$ cat config.mk
export PLATFORM = sky130hd
export DESIGN_NAME = input_conditioner
export DESIGN_NICKNAME = d
export VERILOG_FILES = /design/src/rtl/flop_pkg.sv /design/src/rtl/sync_chain.sv /design/src/rtl/input_conditioner.sv
export SDC_FILE = /design/constraint.sdc
export NUM_CORES = 1
export LEC_CHECK = 0
export CAP_MARGIN = 25
export CORE_AREA = 2 2 39 41
export CTS_CLUSTER_DIAMETER = 50
export DETAILED_ROUTE_END_ITERATION = 12
export DIE_AREA = 0 0 41 43
export DONT_BUFFER_PORTS = 1
export HOLD_SLACK_MARGIN = 0.02
export PLACE_DENSITY = 0.47
export RECOVER_POWER = 50
export SLEW_MARGIN = 20
export SYNTH_ARGS = -nofsm -noshare
export SYNTH_HDL_FRONTEND = slang
export SYNTH_SLANG_ARGS = --single-unit
export TNS_END_PERCENT = 50
$ cat constraint.sdc
create_clock -name clk -period 2.1 [get_ports clk]
set_input_delay 0.42 -clock clk [delete_from_list [all_inputs] [get_ports clk]]
set_output_delay 0.42 -clock clk [all_outputs]
set_load 0.005 [all_outputs]
$ cat src/rtl/flop_pkg.sv
// Shared types and defaults for the flop stage and its input conditioning logic.
package flop_pkg;

  typedef enum logic [1:0] {
    STABLE_LO = 2'd0,
    CHECK_HI  = 2'd1,
    STABLE_HI = 2'd2,
    CHECK_LO  = 2'd3
  } cond_state_t;

  localparam int SYNC_STAGES_DEF     = 2;
  localparam int DEBOUNCE_CYCLES_DEF = 4;

  function automatic logic is_check(input cond_state_t s);
    return (s == CHECK_HI) || (s == CHECK_LO);
  endfunction

endpackage

$ cat src/rtl/sync_chain.sv
// Multi-flop synchroniser for a single asynchronous level; all stages reset to 0.
module sync_chain #(
  parameter int STAGES = 2
) (
  input  logic clk,
  input  logic reset_n,
  input  logic din,
  output logic dout
);

  logic [STAGES-1:0] sync_r;

  // shift the raw level through the synchroniser stages
  always_ff @(posedge clk or negedge reset_n) begin
    if (!reset_n) begin
      sync_r <= {STAGES{1'b0}};
    end else begin
      sync_r <= {sync_r[STAGES-2:0], din};
    end
  end

  assign dout = sync_r[STAGES-1];

endmodule

$ cat src/rtl/input_conditioner.sv
// Synchronises and debounces a raw level, producing a registered level,
// one-cycle edge pulses and a busy flag while a change is being qualified.
module input_conditioner
  import flop_pkg::*;
#(
  parameter int SYNC_STAGES     = SYNC_STAGES_DEF,
  parameter int DEBOUNCE_CYCLES = DEBOUNCE_CYCLES_DEF,
  parameter int CNT_W           = $clog2(DEBOUNCE_CYCLES + 1)
) (
  input  logic clk,
  input  logic reset_n,
  input  logic din_async,
  output logic dout,
  output logic rise_pulse,
  output logic fall_pulse,
  output logic busy
);

  localparam logic [CNT_W-1:0] CNT_ZERO = {CNT_W{1'b0}};
  localparam logic [CNT_W-1:0] CNT_ONE  = CNT_W'(1);
  localparam logic [CNT_W-1:0] CNT_LAST = CNT_W'(DEBOUNCE_CYCLES - 1);

  logic             sync_out_s;
  cond_state_t      state_r, state_s;
  logic [CNT_W-1:0] cnt_r, cnt_s;
  logic             dout_r, dout_s;
  logic             rise_r, rise_s;
  logic             fall_r, fall_s;
  logic             busy_r, busy_s;

  sync_chain #(
    .STAGES (SYNC_STAGES)
  ) u_sync (
    .clk     (clk),
    .reset_n (reset_n),
    .din     (din_async),
    .dout    (sync_out_s)
  );

  // next-state, counter and output decode for the debounce FSM
  always_comb begin
    state_s = state_r;
    cnt_s   = cnt_r;
    dout_s  = dout_r;
    rise_s  = 1'b0;
    fall_s  = 1'b0;
    case (state_r)
      STABLE_LO: begin
        if (sync_out_s) begin
          state_s = CHECK_HI;
          cnt_s   = CNT_ONE;
        end else begin
          cnt_s   = CNT_ZERO;
        end
      end
      CHECK_HI: begin
        if (!sync_out_s) begin
          state_s = STABLE_LO;
          cnt_s   = CNT_ZERO;
        end else if (cnt_r == CNT_LAST) begin
          state_s = STABLE_HI;
          dout_s  = 1'b1;
          rise_s  = 1'b1;
          cnt_s   = CNT_ZERO;
        end else begin
          cnt_s   = cnt_r + CNT_ONE;
        end
      end
      STABLE_HI: begin
        if (!sync_out_s) begin
          state_s = CHECK_LO;
          cnt_s   = CNT_ONE;
        end else begin
          cnt_s   = CNT_ZERO;
        end
      end
      CHECK_LO: begin
        if (sync_out_s) begin
          state_s = STABLE_HI;
          cnt_s   = CNT_ZERO;
        end else if (cnt_r == CNT_LAST) begin
          state_s = STABLE_LO;
          dout_s  = 1'b0;
          fall_s  = 1'b1;
          cnt_s   = CNT_ZERO;
        end else begin
          cnt_s   = cnt_r + CNT_ONE;
        end
      end
      default: begin
        state_s = STABLE_LO;
        cnt_s   = CNT_ZERO;
        dout_s  = 1'b0;
      end
    endcase
    // busy is registered from the next state so it tracks the state register exactly
    busy_s = is_check(state_s);
  end

  // state, counter and registered outputs
  always_ff @(posedge clk or negedge reset_n) begin
    if (!reset_n) begin
      state_r <= STABLE_LO;
      cnt_r   <= CNT_ZERO;
      dout_r  <= 1'b0;
      rise_r  <= 1'b0;
      fall_r  <= 1'b0;
      busy_r  <= 1'b0;
    end else begin
      state_r <= state_s;
      cnt_r   <= cnt_s;
      dout_r  <= dout_s;
      rise_r  <= rise_s;
      fall_r  <= fall_s;
      busy_r  <= busy_s;
    end
  end

  assign dout       = dout_r;
  assign rise_pulse = rise_r;
  assign fall_pulse = fall_r;
  assign busy       = busy_r;

endmodule

# [After elaboration in Yosys (flattened, before gate mapping)]
# Index checks and enable logic that the tools add are counted.
[op_classes] multipliers=0 reduce_logical=4 div=0 n_shift=0 magnitude_cmp=0 bitwise_logic=0 addsub=1 n_eq_ne=10 mux=23
[op_table] cell="2-to-1 mux 2 bit" count=6
[op_table] cell="case mux 3 bit (4 select lines)" count=1
[op_table] cell="2-to-1 mux 1 bit" count=11
[op_table] cell="2-to-1 mux 3 bit" count=3
[op_table] cell="case mux 2 bit (4 select lines)" count=1
[op_table] cell="equality test 2 bit, second input constant" count=3
[op_table] cell="inequality test 2 bit, second input constant" count=3
[op_table] cell="AND reduction 5 bit" count=1
[op_table] cell="equality test 2 x 1 -> 1 bit, second input constant" count=2
[op_table] cell="adder 3 x 1 -> 3 bit, second input constant" count=1
[op_table] cell="equality test 3 x 2 -> 1 bit, second input constant" count=1
[op_table] cell="zero test 2 bit" count=1
[op_table] cell="inequality test 2 x 1 -> 1 bit, second input constant" count=1
[op_table] cell="case mux 1 bit (2 select lines)" count=1
[op_table] cell="nonzero test 2 bit" count=1
[op_table] cell="logical OR 1 bit" count=1
[word_totals] reg_bits=11 mem_bits_rw=0 n_memories=0 elab_cells=45 latch_bits=0 romBits=0 output_inout_bits=4 input_bits=3

# [Logic depth before layout (Yosys ltp)]
# Gate-level depths: netlist of run 1.
[depth] depth_word=6 ltp_mapped=4 depth_no_buf=4

# [Hierarchy]
# Synthesis of run 1 repeated with hierarchy kept, for this count alone.
[unflattened] cells_unflattened=29 area_unflattened_um2=401.6
[by_module_without_submodules] mod="input_conditioner" area_per_inst_um2=351.6 cells_each=27 n_inst=1 seq_area_each_um2=225.2
[by_module_without_submodules] mod="sync_chain" area_per_inst_um2=50.0 cells_each=2 n_inst=1 seq_area_each_um2=50.0

# [Worst setup path before layout of run 1]
# OpenSTA, ideal clock, no wires.
[synth_timing] kind="register to register" startpoint="register cnt_r[0]" endpoint="register state_r[1]" path_buffers=0 t_arrival_ns=1.039 stages_incl_launch_ff=4 slack_ns=0.933 required_ns=1.972 period_less_slack_ns=1.167 cell_sequence="dfrtp_1 > ha_1 > nand3b_1 > mux2_1"
[synth_between] elab_chain_len=4 word_cells_on_any_way=6 cone_classes="1 x eq/ne; 5 x mux"
[synth_rtl] item="from (decl)" line="input_conditioner.sv:25" rtl="logic [CNT_W-1:0] cnt_r, cnt_s;"
[synth_rtl] item="from (signal assigned)" line="input_conditioner.sv:111" rtl="cnt_r <= cnt_s;"
[synth_rtl] item="equality test 3 x 2 -> 1 bit (*)" line="input_conditioner.sv:60, input_conditioner.sv:81"
[synth_rtl] item="2-to-1 mux 2 bit, on equally long branches" line="input_conditioner.sv:81, input_conditioner.sv:60"
[synth_rtl] item="2-to-1 mux 2 bit, on equally long branches" line="input_conditioner.sv:78, input_conditioner.sv:57"
[synth_rtl] item="case mux 2 bit (4 select lines) (*)" line="input_conditioner.sv:47" rtl="case (state_r)"
[synth_rtl] item="via state_s[1]" line="input_conditioner.sv:24" rtl="cond_state_t state_r, state_s;"
[synth_rtl] item="to (signal assigned)" line="input_conditioner.sv:110" rtl="state_r <= state_s;"
[synth_rtl] item="to (decl)" line="input_conditioner.sv:24"
# The timed path passes the listed nets; every way through them passes the cells marked *.
# A chain may end at the register's enable or synchronous reset.

# [Worst setup path in the final report of run 1]
# Same ends and word-level chain as after synthesis.

==> results of run 1 <==
## final cells by class
| class | count | area, um2 | share of cell area (%) |
|---|---|---|---|
| Tap cell | 16 | 20.0 | 4.38 |
| Clock inverter | 1 | 5.00 | 1.10 |
| Timing Repair Buffer | 1 | 10.0 | 2.19 |
| Multi-Input combinational cell | 17 | 124 | 27.1 |
| Sequential cell | 11 | 275 | 60.3 |
| Clock buffer | 3 | 22.5 | 4.93 |
## Yosys cell counts
cell | instances | area, um2
o21ai_0 | 3 | 15.0
dfrtp_1 | 11 | 275
nor2b_1 | 1 | 6.26
and2_2 | 3 | 22.5
a31oi_1 | 1 | 6.26
mux2_1 | 1 | 11.3
nand3b_1 | 1 | 7.51
ha_1 | 1 | 12.5
nor3b_1 | 4 | 30.0
nand2_1 | 1 | 3.75
xor2_1 | 1 | 8.76
## cells by family (layout without fill, tap and decap cells)
family                     count (synthesis)  after routing
and+or+nand+nor                           10             10
buffers and inverters                      0              5
DFF                                       11             11
xor gates and xnor gates                   1              1
muxes                                      1              1
AOI/OAI and AO/OA                          4              4
adders and majority gates                  1              1
## layer usage
metal / global-route usage (%) / vias to the layer above
met5: 0 / -
met4: 12.0 / 0
met3: 6.28 / 4
met2: 12.5 / 7
met1: 11.2 / 122
li1: - / 106
## cells in the final DEF, fill, tap and decap left out, types with 3 or more instances in the layout
| cell | n |
|---|---|
| dfrtp_1 | 11 |
| nor3b_1 | 4 |
| and2_2 | 3 |
| o21ai_0 | 3 |
| clkbuf_4 | 3 |
## sequential cells by signal, indices dropped and copies added, names as in the netlist
| register | cells |
|---|---|
| busy | 1 |
| cnt_r | 3 |
| dout | 1 |
| fall_pulse | 1 |
| rise_pulse | 1 |
| state_r | 2 |
| u_sync.sync_r | 2 |
## worst max path at each step
stage / endpoint / depth (start not counted)
finish: state_r[1]$_DFF_PN0_ / 3
global route: state_r[1]$_DFF_PN0_ / 3
CTS: state_r[1]$_DFF_PN0_ / 3
detailed placement: state_r[1]$_DFF_PN0_ / 3
global placement: state_r[1]$_DFF_PN0_ / 3
floorplan: state_r[1]$_DFF_PN0_ / 3
## per-stage QoR
| stage | hold WS (ns) | util (%) | worst slack, ns | instances |
|---|---|---|---|---|
| 5_1_grt | 0.142 | 33.0 | 0.737 | 49 |
| 6_report | 0.171 | 33.0 | 0.830 | 49 |
| 3_3_place_gp | 0.125 | 30.3 | 0.867 | 44 |
| 2_1_floorplan | 0.124 | - | 0.933 | 28 |
| 3_5_place_dp | 0.125 | 30.3 | 0.821 | 44 |
| 4_1_cts | 0.154 | 33.0 | 0.809 | 49 |
## critical path: stages (launching register included)
cell and delay (ns):
dfrtp_1 0.39, ha_1 0.22, nand3b_1 0.20, mux2_1 0.34
## report_power, final
group	internal, mW	switching, mW	total (mW)
logic	0.0585	0.0445	0.103
clock network	0.0706	0.0723	0.143
registers	0.264	0.0386	0.302
total	0.393	0.155	0.548
## what timing repair did
item / 4_1_cts / 5_1_grt
setup buffers: 0 / 0
endpoints found under the hold margin: 11 / 0
hold buffers: 1 / 0
==> metrics.md, run 1 <==
| Metric | Value |
|---|---|
| Die Wd | `between 40 and 50 um` |
| GPL Wtd Cong | `0.664` |
| CTS Sinks | `11` |
| Highest metal used | `met4` |
| WL met3 | `~34 um` |
| Startpoint class of the critical path | `flip-flop` |
| Post-synthesis adder-cell area fraction | `about 3.1%` |
| Overall Power | `about 0.55 mW` |
| Fin nets | `38` |
| Post-placement cell area | `approximately 420 um2` |
| Worst skew pair latency | `0.27 ns` |
| Post-Route WL | `just over 600 um` |
| Outcome | `finished, final reports clean` |
| Core area | `1380 um2` |
| Post-route ant nets | `0` |
| Post-synthesis xor/xnor area fraction | `under 10%` |
| FF-to-FF path depth | `3` |
| Worst Hold End | `u_sync.sync_r[0]$_DFF_PN0_` |
| Chip height | `around 43 um` |
| Die area | `roughly 1800 um2` |
| Hold Violations, Final | `0` |
| CTS Buffer Depth | `2` |
| Port bufs | `0` |
| WL met2 | `around 300 um` |
| Vias/cell | `4.88` |
| Hold Startpoint | `din_async` |
| Vias | `239` |
| Slew @ Worst Pin | `roughly 0.5 ns` |
| RSZ-0062 raised after global routing | `no` |
| # DRC | `0` |
| Antenna violations before repair | `0` |
| Vias in the first global route | `about 260` |
| Resize count post-CTS | `0` |
| Hold Path Stages | `0` |
| Filler Cells Inserted | `between 100 and 150` |
| Yosys reg bits | `11` |
| Fmax | `approximately 0.79 GHz` |
| Post-synthesis sequential area ratio | `69.0%` |
| Setup TNS Final | `0 ns` |
| Avg Inst Size Synth | `between 10 and 15 um2` |
| Worst reg2reg path endpoint | `state_r[1]$_DFF_PN0_` |
| Initial Util | `28.8%` |
| Maxcap violations | `0` |
| Period Utilization, post-route | `approximately three fifths` |
| HP Class | `in2reg` |
| Crit Path Class | `reg2reg` |
| Worst Setup End Kind | `flip-flop` |
| Origin of the critical flop-to-flop path | `cnt_r[0]$_DFF_PN0_` |
| 1st-iter DRT viols | `1` |
| Row count | `14` |
| Period minus WS final | `1.27 ns` |
| Power per cell area | `roughly 1200 nW/um2` |
| Layout cells sized above 1 | `between 20% and 30%` |
| # diodes | `0` |
| Post-Syn Nets | `32` |
| Clock-pin transition on the worst setup and hold timing paths | `0.07 ns` |
| Crit path required time | `roughly 2.3 ns` |
| Count of cell types in the netlist | `11` |
| Io pins | `7` |
| Grt ovf | `0` |
| Worst VDD drop | `0.315 mV` |
| CTS tree | `yes` |
| Root buffer cell | `clkbuf_4` |
| Num CTS Buffers | `3` |
| Total track usage | `about a tenth` |
| Cell Area, Synth | `around 400 um2` |
| CP startpoint | `cnt_r[0]$_DFF_PN0_` |
| First-pass GRT wire length | `between 1000 and 1500 um` |
| Final setup fails | `0` |
| Rel. slew slack | `around 67%` |
| Post-Layout Inst Area | `about 460 um2` |
| Simple-gate share of the synthesized area | `17.6%` |
| Synth warn | `0` |
| Max-slew violations | `0` |
| Worst EP arrival | `1.43 ns` |
| Met1 WL | `234 um` |
| Register-to-Register Setup Slack | `a little over 0.8 ns` |
| H-tree levels | `1` |
| Main combinational cell family by area after synthesis | `simple AND/OR/NAND/NOR gates` |
| Wire per inst | `roughly 12 um` |
| Worst clock skew | `approximately 0.0028 ns` |
| Max Fanout on Critical Path | `6` |
| Post-synthesis mux area share | `under 10%` |
| Syn-to-layout area delta | `14.4%` |
| Synth Area in Compound Gates | `under 10%` |
| TritonRoute pass-1 iters | `2` |
| Static leakage | `just over 0.2 nW` |
| Largest net degree at the start of global routing | `12` |
| Mapped Cells | `28` |
Power figures use the tool's default switching activity.
==> run 2, diff against run 1 <==
--- a/config.mk
+++ b/config.mk
@@ -12,7 +12,7 @@
 export DIE_AREA = 0 0 41 43
 export DONT_BUFFER_PORTS = 1
 export HOLD_SLACK_MARGIN = 0.02
-export PLACE_DENSITY = 0.47
+export PLACE_DENSITY = 0.48
 export RECOVER_POWER = 50
 export SLEW_MARGIN = 20
 export SYNTH_ARGS = -nofsm -noshare
==> constraint.sdc (replaced) <==
create_clock -name clk -period 1.1 [get_ports clk]
set_input_delay 0.22 -clock clk [delete_from_list [all_inputs] [get_ports clk]]
set_output_delay 0.22 -clock clk [all_outputs]
set_load 0.005 [all_outputs]
==> run 2 against run 1 <==
Compared with the run above: the run now ends with negative setup slack left; clock skew barely moved; wire length grew 4.5%; design area rose by 15%; non-clock buffer count grew 5; sequential power grew 86%; die area unchanged; via count grew 3.3%; register-to-register slack worse by 0.92 ns; critical path depth unchanged.
==> metrics.md, run 2 (synthesized netlist as in run 1, its figures left out) <==
| Metric | Value |
|---|---|
| # DRC | `0 (unchanged)` |
| Die area | `1760 um2 (unchanged)` |
| Commonest non-fill, non-tap cell in the layout | `dfrtp_1` |
| Origin of the critical flop-to-flop path | `cnt_r[0]$_DFF_PN0_` |
| Vias in the first global route | `266 (+3.5%)` |
| 1st-iter DRT viols | `14 (+13)` |
| Initial Util | `28.8% (unchanged)` |
| Max FFs per register | `3 (unchanged)` |
| Post-route ant nets | `0 (unchanged)` |
| H-tree levels | `1 (unchanged)` |
| TritonRoute pass-1 iters | `4 (+2)` |
| Layout Cells excl Fill | `54 (+10%)` |
| Slew @ Worst Pin | `0.487 ns (-0.00108 ns)` |
| Syn-to-layout area delta | `31.3%` |
| Largest net degree at the start of global routing | `12 (unchanged)` |
| Layout cells sized above 1 | `44.7% (+24 points)` |
| Placed Instances | `48 (+9.1%)` |
| GPL Wtd Cong | `0.722 (+8.7%)` |
| CTS Sinks | `11 (unchanged)` |
| Worst EP arrival | `1.35 ns (-0.08 ns)` |
| Post-Layout Inst Area | `524 um2 (+15%)` |
| Row count | `14 (unchanged)` |
| Post-placement cell area | `455 um2 (+8.7%)` |
| Largest regs | `cnt_r: 3 flops, state_r: 2 flops, u_sync.sync_r: 2 flops` |
| Max Fanout on Critical Path | `5 (-1)` |
| Crit path required time | `1.26 ns (-1.00 ns)` |
| Seq. cell area | `275 um2 (unchanged)` |
| Port bufs | `0 (unchanged)` |
| Worst VDD drop | `0.698 mV (+120%)` |
| Fmax | `0.842 GHz (+6.9%)` |
| Chip height | `43 um (unchanged)` |
| RSZ-0062 raised after global routing | `yes` |
| Core area | `1380 um2 (unchanged)` |
| Grt ovf | `0 (unchanged)` |
| Multi-input logic area | `151 um2 (+22%)` |
| Worst Setup End Kind | `flip-flop` |
| Worst skew pair latency | `0.27 ns (about the same)` |
| CTS tree | `yes` |
| Startpoint class of the critical path | `flip-flop` |
| Clock-pin transition on the worst setup and hold timing paths | `0.07 ns (about the same)` |
| Worst clock skew | `0.00264 ns (-0.000146 ns)` |
| FF-to-FF path depth | `3 (unchanged)` |
| Antenna violations before repair | `0 (unchanged)` |
| Period minus WS final | `1.19 ns (-0.0824 ns)` |
| Setup Slack @ Placement | `-0.0829 ns (-0.904 ns)` |
| Rel. slew slack | `67.4% (+0.072 points)` |
| CTS Buffer Depth | `2 (unchanged)` |
| # diodes | `0 (unchanged)` |
| Fin nets | `43 (+13%)` |
| First-pass GRT wire length | `1080 um (-1.9%)` |
| Register-to-Register Setup Slack | `-0.09 ns (-0.92 ns)` |
| Power per cell area | `2230 nW/um2 (+86%)` |
| Worst reg2reg path endpoint | `state_r[1]$_DFF_PN0_` |
| Maxcap violations | `0 (unchanged)` |
| Most frequent cells in the layout | `dfrtp_1 (11), buf_4 (4), o21ai_0 (3), clkbuf_4 (3)` |
| Hold_ws | `0.341 ns (+0.169 ns)` |
| Filler Cells Inserted | `141 (unchanged)` |
| Setup TNS Final | `-0.162 ns (-0.162 ns)` |
| Static leakage | `0.232 nW (+15%)` |
| Post-Route WL | `632 um (+4.5%)` |
| Root buffer cell | `clkbuf_4` |
| Hold Violations, Final | `0 (unchanged)` |
| Period Utilization, post-route | `108% (+47 points)` |
| Setup WS post-layout | `-0.0876 ns (-0.918 ns)` |
| Wire per inst | `11.7 um (-5.2%)` |
| Failing checks | `negative setup slack` |
| Final setup fails | `4 (+4)` |
| Total track usage | `10.2% (-0.31 points)` |
| HP Class | `in2async` |
| Vias | `247 (+3.3%)` |
| Io pins | `7 (unchanged)` |
| Max-slew violations | `0 (unchanged)` |
| Largest reg by FF count | `cnt_r` |
| Num CTS Buffers | `3 (unchanged)` |
| Crit Path Class | `reg2reg` |
| Vias/cell | `4.57 (-6.2%)` |
| Die Wd | `41 um (unchanged)` |
| Outcome | `finished, violations left` |
==> run 2: area by class of cell <==
cell class	instances	area share (%)
Sequential cell	11	52.5
Multi-Input combinational cell	17	28.9
Timing Repair Buffer	6	9.55
Clock buffer	3	4.30
Tap cell	16	3.82
Clock inverter	1	0.955
==> run 2: how the worst max path moves through the flow <==
stage	slack [ns]	end	startpoint
finish	-0.09	state_r[1]$_DFF_PN0_	cnt_r[0]$_DFF_PN0_
global route	-0.14	state_r[1]$_DFF_PN0_	cnt_r[0]$_DFF_PN0_
CTS	-0.08	state_r[1]$_DFF_PN0_	cnt_r[0]$_DFF_PN0_
detailed placement	-0.08	rise_pulse$_DFF_PN0_	cnt_r[0]$_DFF_PN0_
global placement	-0.08	rise_pulse$_DFF_PN0_	cnt_r[0]$_DFF_PN0_
floorplan	-0.02	state_r[1]$_DFF_PN0_	cnt_r[0]$_DFF_PN0_
==> run 2: routing by layer <==
layer	routed length (um)	track usage [%]	up-vias
li1	-	-	114
met1	260	9.83	120
met2	305	13.8	8
met3	32	4.71	5
met4	34	12.0	0
met5	0	0	-
==> run 2: repair_timing <==
item / in CTS / in global routing
endpoints found under the hold margin: 12 / 0
gates resized for setup: 3 / 2
hold buffers: 2 / 0
cloned: 0 / 0
buffers inserted: 0 / 0
endpoints found under the setup margin: 5 / 9
pin swaps: 2 / 0
==> run 2: where the power goes <==
part           switching (mW)  internal, mW
sequential             0.0579         0.503
combinational           0.129         0.207
clock                   0.138         0.135
total                   0.324         0.845
==> run 2: critical path, stage by stage, from the launching register on <==
cell      delay, ns
dfrtp_1        0.38
ha_2           0.18
nand3b_1       0.19
mux2_4         0.32
==> run 2: stage by stage <==
step,util [%],total power [mW]
CTS,37.3,1.16
global placement,32.9,0.845
detailed placement,32.9,0.860
floorplan,-,0.747
global route,37.9,1.25
finish,37.9,1.17
==> run 3, diff against run 2 <==
--- a/config.mk
+++ b/config.mk
@@ -11,9 +11,10 @@
 export DETAILED_ROUTE_END_ITERATION = 12
 export DIE_AREA = 0 0 41 43
 export DONT_BUFFER_PORTS = 1
-export HOLD_SLACK_MARGIN = 0.02
+export HOLD_SLACK_MARGIN = 0.08
 export PLACE_DENSITY = 0.48
 export RECOVER_POWER = 50
+export SKIP_CTS_REPAIR_TIMING = 1
 export SLEW_MARGIN = 20
 export SYNTH_ARGS = -nofsm -noshare
 export SYNTH_HDL_FRONTEND = slang
==> run 3 against run 2 <==
Compared with the run above: the flow still finishes with violations (negative setup slack); via count did not move; design area fell by 0.48%; cell count did not move; global-route usage did not move; clock power barely moved; sequential share of layout area rose by 0.25 points; maximum frequency rose by 0.46%; hold slack got worse by 0.0019 ns; clock-buffer cell count did not move; utilization fell by 0.18 points; die area did not move; critical path type unchanged; largest power group unchanged.
==> metrics.md, run 3 (synthesized netlist as in run 1, its figures left out) <==
| Metric | Value |
|---|---|
| Outcome | `finished, violations left` |
| Failing checks | `negative setup slack` |
| CP cell instances | `ha_2 -> nand3b_1 -> mux2_4` |
| Util after Layout | `37.7% (-0.18 points)` |
| Total track usage | `10.2% (unchanged)` |
| Final setup fails | `5 (+1)` |
| Most frequent cells in the layout | `dfrtp_1 (11), buf_4 (4), o21ai_0 (3), clkbuf_4 (3)` |
| Delay of the slowest critical-path stage | `0.38 ns (about the same)` |
| Largest reg by FF count | `cnt_r` |
| Max FFs per register | `3 (unchanged)` |
| Startpoint class of the critical path | `flip-flop` |
| Core area | `1380 um2 (unchanged)` |
| Vias | `247 (unchanged)` |
| Hold_ws | `0.339 ns (-0.00193 ns)` |
| Row count | `14 (unchanged)` |
| Vias in the first global route | `266 (unchanged)` |
| Worst clock skew | `0.00309 ns (+0.000447 ns)` |
| Fmax | `0.846 GHz (+0.46%)` |
| Root buffer cell | `clkbuf_4` |
| CTS Buffer Depth | `2 (unchanged)` |
| Largest regs | `cnt_r: 3 flops, state_r: 2 flops, u_sync.sync_r: 2 flops` |
| Period minus WS final | `1.18 ns (-0.00546 ns)` |
| Slew @ Worst Pin | `0.482 ns (-0.00434 ns)` |
| GPL Wtd Cong | `0.722 (unchanged)` |
| Rel. slew slack | `67.7% (+0.29 points)` |
| Crit path required time | `1.26 ns (about the same)` |
| Commonest non-fill, non-tap cell in the layout | `dfrtp_1` |
| # DRC | `0 (unchanged)` |
| 1st-iter DRT viols | `11 (-3)` |
| Die area | `1760 um2 (unchanged)` |
| Period Utilization, post-route | `107% (-0.50 points)` |
| CTS Sinks | `11 (unchanged)` |
| Hold Violations, Final | `0 (unchanged)` |
| Syn-to-layout area delta | `30.7%` |
| TritonRoute pass-1 iters | `4 (unchanged)` |
| HP Class | `in2async` |
| Grt ovf | `0 (unchanged)` |
| Maxcap violations | `0 (unchanged)` |
| Antenna violations before repair | `0 (unchanged)` |
| Port bufs | `0 (unchanged)` |
| CTS tree | `yes` |
| Critical path's top delay family | `flip-flops` |
| Max Fanout on Critical Path | `5 (unchanged)` |
| Power per cell area | `2240 nW/um2 (+0.31%)` |
| Worst EP arrival | `1.34 ns (about the same)` |
| Vias/cell | `4.57 (unchanged)` |
| Setup WS post-layout | `-0.0822 ns (+0.00546 ns)` |
| Worst skew pair latency | `0.27 ns (about the same)` |
| Buf/Inv on CP | `0 (unchanged)` |
| Layout cells sized above 1 | `42.1% (-2.6 points)` |
| Initial Util | `28.8% (unchanged)` |
| # diodes | `0 (unchanged)` |
| Crit Path Class | `reg2reg` |
| Io pins | `7 (unchanged)` |
| Post-Route WL | `628 um (-0.63%)` |
| Worst VDD drop | `0.695 mV (-0.40%)` |
| H-tree levels | `1 (unchanged)` |
| Max-slew violations | `0 (unchanged)` |
| Die Wd | `41 um (unchanged)` |
| First-pass GRT wire length | `1080 um (unchanged)` |
| Clock-pin transition on the worst setup and hold timing paths | `0.07 ns (about the same)` |
| Num CTS Buffers | `3 (unchanged)` |
| Wire per inst | `11.6 um (-0.63%)` |
| Worst Setup End Kind | `flip-flop` |
| Largest net degree at the start of global routing | `12 (unchanged)` |
| Post-route ant nets | `0 (unchanged)` |
| Chip height | `43 um (unchanged)` |
| Static leakage | `0.232 nW (about the same)` |
| Fin nets | `43 (unchanged)` |
| Crit-path slowest cell | `dfrtp_1` |
| RSZ-0062 raised after global routing | `yes` |
## run 3: path summary, 6_finish.rpt
path	from	to	slack, ns	cells after the start
worst max-delay path	cnt_r[0]$_DFF_PN0_	state_r[1]$_DFF_PN0_	-0.08	3
worst min-delay path	reset_n	cnt_r[1]$_DFF_PN0_	0.34	1
worst max register to register	cnt_r[0]$_DFF_PN0_	state_r[1]$_DFF_PN0_	-0.08	3
worst min register to register	u_sync.sync_r[0]$_DFF_PN0_	u_sync.sync_r[1]$_DFF_PN0_	0.36	0
max in group asynchronous	reset_n	state_r[1]$_DFF_PN0_	0.43	1
min in group clk	u_sync.sync_r[0]$_DFF_PN0_	u_sync.sync_r[1]$_DFF_PN0_	0.36	0
## run 3: per-stage QoR
| step | cell area (um2) | instances | power (mW) | setup TNS (ns) | setup slack (ns) |
|---|---|---|---|---|---|
| CTS | 483 | 52 | 1.14 | -0.306 | -0.109 |
| global placement | 455 | 48 | 0.845 | -0.193 | -0.0816 |
| finish | 522 | 54 | 1.17 | -0.223 | -0.0822 |
| floorplan | 405 | 28 | 0.747 | -0.0191 | -0.0191 |
| detailed placement | 455 | 48 | 0.860 | -0.170 | -0.0829 |
| global route | 522 | 54 | 1.25 | -0.649 | -0.139 |
## run 3: area by class of cell
type	count	area (um2)
clock buffers	3	22.5
clock inverters	1	5.00
fillers	142	862
multi-input cells	17	149
flip-flops and latches	11	275
well taps	16	20.0
repair buffers	6	50.0
## run 3: power by group
group          total (mW)  internal [mW]  leakage, nW  switching [mW]
Combinational       0.334          0.206       0.0786           0.128
Sequential          0.561          0.503        0.136          0.0580
Clock               0.272          0.135       0.0177           0.137
## run 3: per-layer routing
layer  share of wire [%]  up-vias  GRT usage (%)  wire length, um
li1                    -      114              -                -
met1                  42      118           9.83              265
met2                  47       10           13.8              293
met3                 5.6        5           4.71               35
met4                 5.4        0           12.0               34
met5                   0        -              0                0
## run 3: worst reg2reg max path: cells and delay by family (launching register included)
kind | cells | cell delay (ns)
adder cells (fa/ha/maj) | 1 | 0.19
flip-flops | 1 | 0.38
multiplexers | 1 | 0.32
AND/OR/NAND/NOR | 1 | 0.18
